`src/rtl/serial_add_pkg.sv`:
```
// serial_add_pkg: shared state encoding and sizing helper for the bit-serial adder
package serial_add_pkg;

    typedef enum logic [1:0] {IDLE, RUN, DONE} state_t;

    function automatic int cnt_width(input int w);
        return (w < 2) ? 1 : $clog2(w);
    endfunction

endpackage

```
`src/rtl/serial_add_if.sv`:
```
// serial_add_if: operation request and result handshakes of the serial adder
interface serial_add_if #(parameter int WIDTH = 8);

    logic             in_valid;
    logic             in_ready;
    logic [WIDTH-1:0] in_a;
    logic [WIDTH-1:0] in_b;
    logic             in_sub;
    logic             out_valid;
    logic             out_ready;
    logic [WIDTH-1:0] out_sum;
    logic             out_carry;
    logic             out_ovf;

    modport master (
        output in_valid, in_a, in_b, in_sub, out_ready,
        input  in_ready, out_valid, out_sum, out_carry, out_ovf
    );

    modport slave (
        input  in_valid, in_a, in_b, in_sub, out_ready,
        output in_ready, out_valid, out_sum, out_carry, out_ovf
    );

endinterface

```
`src/rtl/serial_fa_slice.sv`:
```
// serial_fa_slice: one-bit full adder with its registered carry
module serial_fa_slice (
    input  logic clk,
    input  logic rst,
    input  logic load,
    input  logic load_val,
    input  logic en,
    input  logic a,
    input  logic b,
    output logic sum,
    output logic carry_in_q,
    output logic carry_q
);

    logic r_carry;
    logic w_cout;

    // gate-level full adder fed by the registered carry
    always_comb begin
        sum        = a ^ b ^ r_carry;
        w_cout     = (a & b) | (r_carry & (a ^ b));
        carry_in_q = r_carry;
        carry_q    = r_carry;
    end

    // carry flop: load seeds the chain, en advances it one bit
    always_ff @(posedge clk) begin
        if (rst)
            r_carry <= 1'b0;
        else if (load)
            r_carry <= load_val;
        else if (en)
            r_carry <= w_cout;
    end

endmodule

```
`src/rtl/serial_add_sequencer.sv`:
```
// serial_add_sequencer: runs WIDTH-bit add/sub LSB-first through one full-adder slice
module serial_add_sequencer
    import serial_add_pkg::*;
#(
    parameter int WIDTH = 8
) (
    input  logic clk,
    input  logic rst,
    serial_add_if.slave bus
);

    localparam int            CW   = cnt_width(WIDTH);
    localparam logic [CW-1:0] LAST = CW'(WIDTH - 1);

    state_t           r_state;
    state_t           w_next;
    logic [CW-1:0]    r_cnt;
    logic [WIDTH-1:0] r_a;
    logic [WIDTH-1:0] r_b;
    logic [WIDTH-1:0] r_res;
    logic             r_c_msb_in;
    logic             w_accept;
    logic             w_run;
    logic             w_last;
    logic             w_sum;
    logic             w_carry_in_q;
    logic             w_carry_q;

    serial_fa_slice u_slice (
        .clk        (clk),
        .rst        (rst),
        .load       (w_accept),
        .load_val   (bus.in_sub),
        .en         (w_run),
        .a          (r_a[0]),
        .b          (r_b[0]),
        .sum        (w_sum),
        .carry_in_q (w_carry_in_q),
        .carry_q    (w_carry_q)
    );

    // state register
    always_ff @(posedge clk) begin
        if (rst)
            r_state <= IDLE;
        else
            r_state <= w_next;
    end

    // next state: accept -> WIDTH run cycles -> hold result until consumed
    always_comb begin
        w_next = (r_state == IDLE && bus.in_valid)  ? RUN  :
                 (r_state == RUN  && w_last)        ? DONE :
                 (r_state == DONE && bus.out_ready) ? IDLE : r_state;
    end

    // handshake outputs and slice control decoded from state
    always_comb begin
        bus.in_ready  = (r_state == IDLE);
        bus.out_valid = (r_state == DONE);
        w_accept      = (r_state == IDLE) && bus.in_valid;
        w_run         = (r_state == RUN);
        w_last        = (r_state == RUN) && (r_cnt == LAST);
        bus.out_sum   = r_res;
        bus.out_carry = w_carry_q;
        bus.out_ovf   = r_c_msb_in ^ w_carry_q;
    end

    // operand/result shifters, bit counter and MSB carry-in capture
    always_ff @(posedge clk) begin
        if (rst) begin
            r_a        <= '0;
            r_b        <= '0;
            r_res      <= '0;
            r_cnt      <= '0;
            r_c_msb_in <= 1'b0;
        end else if (w_accept) begin
            r_a   <= bus.in_a;
            r_b   <= bus.in_sub ? ~bus.in_b : bus.in_b;
            r_cnt <= '0;
        end else if (w_run) begin
            r_a   <= r_a >> 1;
            r_b   <= r_b >> 1;
            r_res <= {w_sum, r_res[WIDTH-1:1]};
            if (w_last)
                r_c_msb_in <= w_carry_in_q;
            else
                r_cnt <= r_cnt + 1'b1;
        end
    end

endmodule

```
`src/flat_wrapper.sv`:
```
// flat-port wrapper written by rule: the top's interface ports become plain ports
module serial_add_sequencer_flat import serial_add_pkg::*;
#(
    parameter int WIDTH = 8
)
  (clk, rst, bus_in_valid, bus_in_a, bus_in_b, bus_in_sub, bus_out_ready, bus_in_ready, bus_out_valid, bus_out_sum, bus_out_carry, bus_out_ovf);
  serial_add_if #(.WIDTH(WIDTH)) bus_i ();
  input  logic clk;
  input  logic rst;
  input wire logic [$bits(bus_i.in_valid)-1:0] bus_in_valid;
  input wire logic [$bits(bus_i.in_a)-1:0] bus_in_a;
  input wire logic [$bits(bus_i.in_b)-1:0] bus_in_b;
  input wire logic [$bits(bus_i.in_sub)-1:0] bus_in_sub;
  input wire logic [$bits(bus_i.out_ready)-1:0] bus_out_ready;
  output wire logic [$bits(bus_i.in_ready)-1:0] bus_in_ready;
  output wire logic [$bits(bus_i.out_valid)-1:0] bus_out_valid;
  output wire logic [$bits(bus_i.out_sum)-1:0] bus_out_sum;
  output wire logic [$bits(bus_i.out_carry)-1:0] bus_out_carry;
  output wire logic [$bits(bus_i.out_ovf)-1:0] bus_out_ovf;
  assign bus_i.in_valid = bus_in_valid;
  assign bus_i.in_a = bus_in_a;
  assign bus_i.in_b = bus_in_b;
  assign bus_i.in_sub = bus_in_sub;
  assign bus_i.out_ready = bus_out_ready;
  assign bus_in_ready = bus_i.in_ready;
  assign bus_out_valid = bus_i.out_valid;
  assign bus_out_sum = bus_i.out_sum;
  assign bus_out_carry = bus_i.out_carry;
  assign bus_out_ovf = bus_i.out_ovf;
  serial_add_sequencer #(.WIDTH(WIDTH)) u_core (.clk(clk), .rst(rst), .bus(bus_i));
endmodule
```
`config.mk`:
```
export PLATFORM = sky130hd
export DESIGN_NAME = serial_add_sequencer_flat
export DESIGN_NICKNAME = d
export VERILOG_FILES = /design/src/rtl/serial_add_pkg.sv /design/src/rtl/serial_add_if.sv /design/src/rtl/serial_fa_slice.sv /design/src/rtl/serial_add_sequencer.sv /design/src/flat_wrapper.sv
export SDC_FILE = /design/constraint.sdc
export NUM_CORES = 1
export LEC_CHECK = 0
export BUFFER_PORTS_ARGS = -buffer_cell sky130_fd_sc_hd__buf_2
export CAP_MARGIN = 30
export CORE_MARGIN = 8
export CORE_UTILIZATION = 40
export CTS_CLUSTER_DIAMETER = 100
export DETAILED_ROUTE_END_ITERATION = 8
export PLACE_DENSITY = 0.59
export SYNTH_ARGS = -nofsm -noshare
export SYNTH_HDL_FRONTEND = slang
export SYNTH_SLANG_ARGS = --single-unit
```
`constraint.sdc`:
```
create_clock -name clk -period 1.75 [get_ports clk]
set_input_delay 0.35 -clock clk [delete_from_list [all_inputs] [get_ports clk]]
set_output_delay 0.35 -clock clk [all_outputs]
set_load 0.01 [all_outputs]
```
==> impl_metrics.ini, run 1 <==
[status]
status = complete, no violations

[global_routing]
grt_pass1_vias = 1193
grt_pass1_wl_um = 5230
gr-total-overflow = 0
antenna_found_initial = 0
grt_util_all_layers_pct = 12.0
grt_start_max_net_pins = 19

[route]
drt-wirelength-per-cell_um = 12.9
wl_um = 3110
final_antenna_net_count = 0
drc = 0
first_pass_iters = 4
drt_first_iter_violations = 50
viasPerCell = 5.08
vias = 1224

[timing]
final-setup-viol-count = 0
post-route-period-util_pct = 92.1
worst_slew_pin_slew_ns = 0.462
fin_skew_ns = 0.00800
slew_headroom_pct = 69.1
layout_setup_ws_ns = 0.138
rsz0062_at_grt = false
max_freq_mhz = 620
final-max-slew-violation-count = 0
holdWs_ns = 0.285
fin_crit_ns = 1.61
hold_viol_final = 0
setup_tns_ns = 0

[logic_synthesis]
synth_edf_count = 0
synth_nets = 186
synth.top_cell.area_share_pct = 44.2
synth_compound_area_share_pct = 20.4
synth_area_leaders = dfxtp_1, a21oi_1, nand2_1
ys_async_sr_fraction_pct = 0
synth.distinct_cells = 30
yosys.area_share.adder_pct = 3.21
syn_area_per_cell_um2 = 8.67
ys.warnings.count = 0
synth_top_family_by_area = compound AO/OA/AOI/OAI gates
yosysTopAreaCell = dfxtp_1
synth-main-ff-cell = dfxtp_1
synth-seq-cells = 31
synth_simple_gate_area_share_pct = 19.2
yosysSeqAreaShare_pct = 44.2
synth.cell_area_um2 = 1410
synth_xor_area_share_pct = 6.23
synthCells = 162
synthMuxAreaShare_pct = 1.42

[floorplan]
rows = 21
pin_count = 33
die_area_um2 = 5670
core_um2 = 3360
die_y_um = 75.3
die_w_um = 75.3
start_util_pct = 41.8

[critical_path]
start_kind = flop
r2r_slack_ns = 0.16
crit_required_ns = 1.40
critical_path_class = flop to output pin
worstPathMaxFanout = 15
cp.arrival_ns = 1.26
cp-end-kind = output pin

[hold_path]
worstHoldPathType = input port to flop

[pwr]
max-vdd-ir-drop_mv = 0.421
p_leak_uw = 0.000697
powerDensity_nw_per_um2 = 877

[clock_network]
ctsResizeCount = 0
clk_latency_ns = 0.32
cts_buffer_depth = 2
clock_sinks = 31
cts-root-buf = clkbuf_4
htree_levels = 2
cts_buffers = 5
clk_pin_slew_ns = 0.09
cts_tree = done
post-cts-setup-buffers = 0
cts_hold_buf = 0

[finish]
area_growth_syn_to_layout_pct = 19.3
final_nets = 218
antenna_cells = 0
drive_gt1_share_pct = 29.2

[placement]
port_buffers = 32
place_ws_ns = 0.215
gp_congestion = 0.758
hpwl_um = 2350

[flow_run]
cap_viol_max_count = 0
-- state kept, by name, summed over array words and instances (netlist names) --
| register | count |
|---|---|
| u_core.r_state | 2 |
| u_core.r_c_msb_in | 1 |
| u_core.r_a | 8 |
| u_core.u_slice.carry_in_q | 1 |
| u_core.r_b | 8 |
| u_core.r_cnt | 3 |
| u_core.bus.out_sum | 8 |
-- per-layer routing --
metal | vias to the layer above | track usage (%) | routed length (µm)
met1 | 567 | 14.0 | 1410
met4 | 0 | 3.84 | 31
met3 | 4 | 5.19 | 226
li1 | 621 | - | -
met5 | - | 0 | 0
met2 | 32 | 19.1 | 1440
-- worst paths after layout --
path	start	end	cells past startpoint
setup / recovery	u_core.r_state[1]$_SDFFE_PP0P_	bus_out_valid	2
hold / removal	bus_out_ready	u_core.r_state[1]$_SDFFE_PP0P_	3
setup reg to reg	u_core.r_state[0]$_SDFFE_PP0P_	u_core.r_c_msb_in$_SDFFE_PP0P_	4
hold reg to reg	u_core.bus.out_sum[0]$_SDFFE_PP0P_	u_core.bus.out_sum[0]$_SDFFE_PP0P_	2
-- kinds of logic (layout without fill, tap and decap cells) --
family          count (synthesis)  in the layout
xor+xnor                       10             10
mux                             2              2
buf+inv                        16             49
simple gates                   58             58
fa+ha+maj                       3              3
flops                          31             31
compound gates                 42             42
-- cells in the mapped netlist (all sizes together), types with 3 or more instances --
cell type / n
nor3: 3
nor2: 20
buf: 7
clkbuf: 6
a211oi: 5
o21ai: 4
a221o: 7
dfxtp: 31
xnor2: 8
nand2: 24
inv: 3
a21oi: 22
-- where the power goes --
part	internal (µW)	switching [µW]	total (µW)
registers	748	34.7	783
clock network	235	240	474
logic	102	110	213
total	1080	385	1470
-- per-stage QoR --
stage	cell area, µm²	cells	power [µW]	utilization, %
final	1680	241	1470	49.9
after global routing	1680	241	1560	49.9
after CTS	1680	241	1490	49.9
after detailed placement	1600	233	1010	47.7
after global placement	1600	233	1000	47.7
after floorplan	1410	162	941	-
-- final cells by class --
type                       instances  area, µm²
multi-input combinational        115        709
sequential                        31        621
timing repair buffer              38        205
clock buffer                       7       65.1
fill                             365       1690
inverter                           3       11.3
tap                               46       57.6
clock inverter                     1       7.51
-- layout by cell type (no fill, tap or decap), drive strengths merged --
master	n
xor2	2
nand2	24
mux2i	2
ha	2
fa	1
o21ba	1
clkbuf	7
nor2b	2
a211oi	5
a311oi	1
a221o	7
a21oi	22
nand2b	2
xnor2	8
nor3b	2
o21ai	4
inv	3
o221a	2
nand3	2
or3b	1
dfxtp	31
nor2	20
or4b	1
nor3	3
nand4bb	1
buf	38
clkinvlp	1
-- worst max-delay path, cell delays in order, from the launching register on --
cell and delay (ns):
dfxtp_1 0.61, nor2b_1 0.19, buf_2 0.14
Note: power is estimated with default switching activity, not from simulation.
==> inputs of run 2 (changes only) <==
--- a/config.mk
+++ b/config.mk
@@ -11,7 +11,7 @@
 export CORE_UTILIZATION = 40
 export CTS_CLUSTER_DIAMETER = 100
 export DETAILED_ROUTE_END_ITERATION = 8
-export PLACE_DENSITY = 0.59
+export PLACE_DENSITY = 0.68
 export SYNTH_ARGS = -nofsm -noshare
 export SYNTH_HDL_FRONTEND = slang
 export SYNTH_SLANG_ARGS = --single-unit
==> impl_metrics.ini, run 2 (synthesis gave the netlist of run 1 again) <==
[clock_network]
cts_tree = done
cts-root-buf = clkbuf_4
clock_sinks = 31
htree_levels = 2
ctsResizeCount = 0
clk_pin_slew_ns = 0.09
cts_hold_buf = 0
post-cts-setup-buffers = 0
cts_buffer_depth = 2
clk_latency_ns = 0.33
cts_buffers = 5

[route]
drt-wirelength-per-cell_um = 13.7
drt_first_iter_violations = 70
wl_um = 3260
viasPerCell = 5.17
final_antenna_net_count = 0
vias = 1231
first_pass_iters = 6
drc = 0

[floorplan]
die_y_um = 75.3
die_area_um2 = 5670
rows = 21
core_um2 = 3360
pin_count = 33
die_w_um = 75.3
start_util_pct = 41.8

[pwr]
p_leak_uw = 0.000679
power_uw = 1350
max-vdd-ir-drop_mv = 0.394
powerDensity_nw_per_um2 = 826

[timing]
fin_crit_ns = 1.60
slew_headroom_pct = 69.7
rsz0062_at_grt = false
fin_skew_ns = 0.00914
post-route-period-util_pct = 91.5
setup_tns_ns = 0
hold_viol_final = 0
worst_slew_pin_slew_ns = 0.453
final-setup-viol-count = 0
final-max-slew-violation-count = 0
max_freq_mhz = 625

[critical_path]
worstPathMaxFanout = 13
start_kind = flop
critical_path_class = flop to output pin
crit_slowest_cell = dfxtp_2
path_cells = buf_4 -> nor2b_1 -> buf_2
cp-end-kind = output pin
crit_required_ns = 1.40
path_delay_family = flip-flops
path_buf_inv = 2
cp.arrival_ns = 1.25
max_stage_delay_ns = 0.47

[status]
status = complete, no violations

[global_routing]
antenna_found_initial = 0
gr-total-overflow = 0
grt_start_max_net_pins = 25
grt_pass1_wl_um = 5240
grt_pass1_vias = 1195
grt_util_all_layers_pct = 12.1

[finish]
final_common_cell = buf_2
final_nets = 217
drive_gt1_share_pct = 28.1
antenna_cells = 0
area_growth_syn_to_layout_pct = 16.7
mostFrequentLayoutCells = buf_2, dfxtp_1, nand2_1

[placement]
port_buffers = 32
hpwl_um = 2390
gp_congestion = 0.755

[flow_run]
cap_viol_max_count = 0

[hold_path]
worstHoldPathType = input port to flop
run 2: final timing paths:
check                                 startpoint                        endpoint  slack, ns  cells after the start
setup / recovery  u_core.r_state[1]$_SDFFE_PP0P_                   bus_out_valid       0.15                      3
hold / removal                     bus_out_ready  u_core.r_state[1]$_SDFFE_PP0P_       0.28                      3
setup reg to reg    u_core.r_cnt[0]$_SDFFE_PP0P_    u_core.r_cnt[2]$_SDFFE_PP0P_       0.21                      5
hold reg to reg       u_core.r_a[6]$_SDFFE_PP0P_      u_core.r_a[5]$_SDFFE_PP0P_       0.46                      2
run 2: cell type report:
cell class,count,area [µm²]
tap,46,57.6
inverter,3,11.3
fill,354,1720
multi-input combinational,115,709
sequential,31,622
timing repair buffer,37,198
clock buffer,6,41.3
run 2: report_power, final:
part	internal [µW]	total, µW	switching, µW
Sequential	748	783	35.5
Combinational	101	211	110
Clock	142	360	217
run 2: metal layers:
layer | global-route usage [%] | wire [µm] | part of all wire, % | vias to the layer above
li1 | - | - | - | 616
met1 | 13.7 | 1330 | 41 | 574
met2 | 20.3 | 1670 | 51 | 37
met3 | 4.53 | 219 | 6.7 | 4
met4 | 4.05 | 40 | 1.2 | 0
met5 | 0 | 0 | 0 | -
run 2: worst register-to-register path, cell delays in order, from the launching register on:
cell	delay [ns]
dfxtp_1	0.33
ha_1	0.20
ha_1	0.25
nor3b_2	0.35
mux2i_1	0.25
nor3_1	0.06
run 2: stage by stage:
step / utilization [%] / area, µm² / setup slack (ns) / hold slack [ns] / instances
6_report: 48.7 / 1640 / 0.149 / 0.276 / 238
2_1_floorplan: - / 1410 / 0.375 / 0.437 / 162
3_5_place_dp: 47.5 / 1600 / 0.210 / 0.455 / 232
4_1_cts: 48.7 / 1640 / 0.00332 / 0.276 / 238
5_1_grt: 48.7 / 1640 / 0.0377 / 0.290 / 238
3_3_place_gp: 47.5 / 1600 / 0.300 / 0.443 / 232
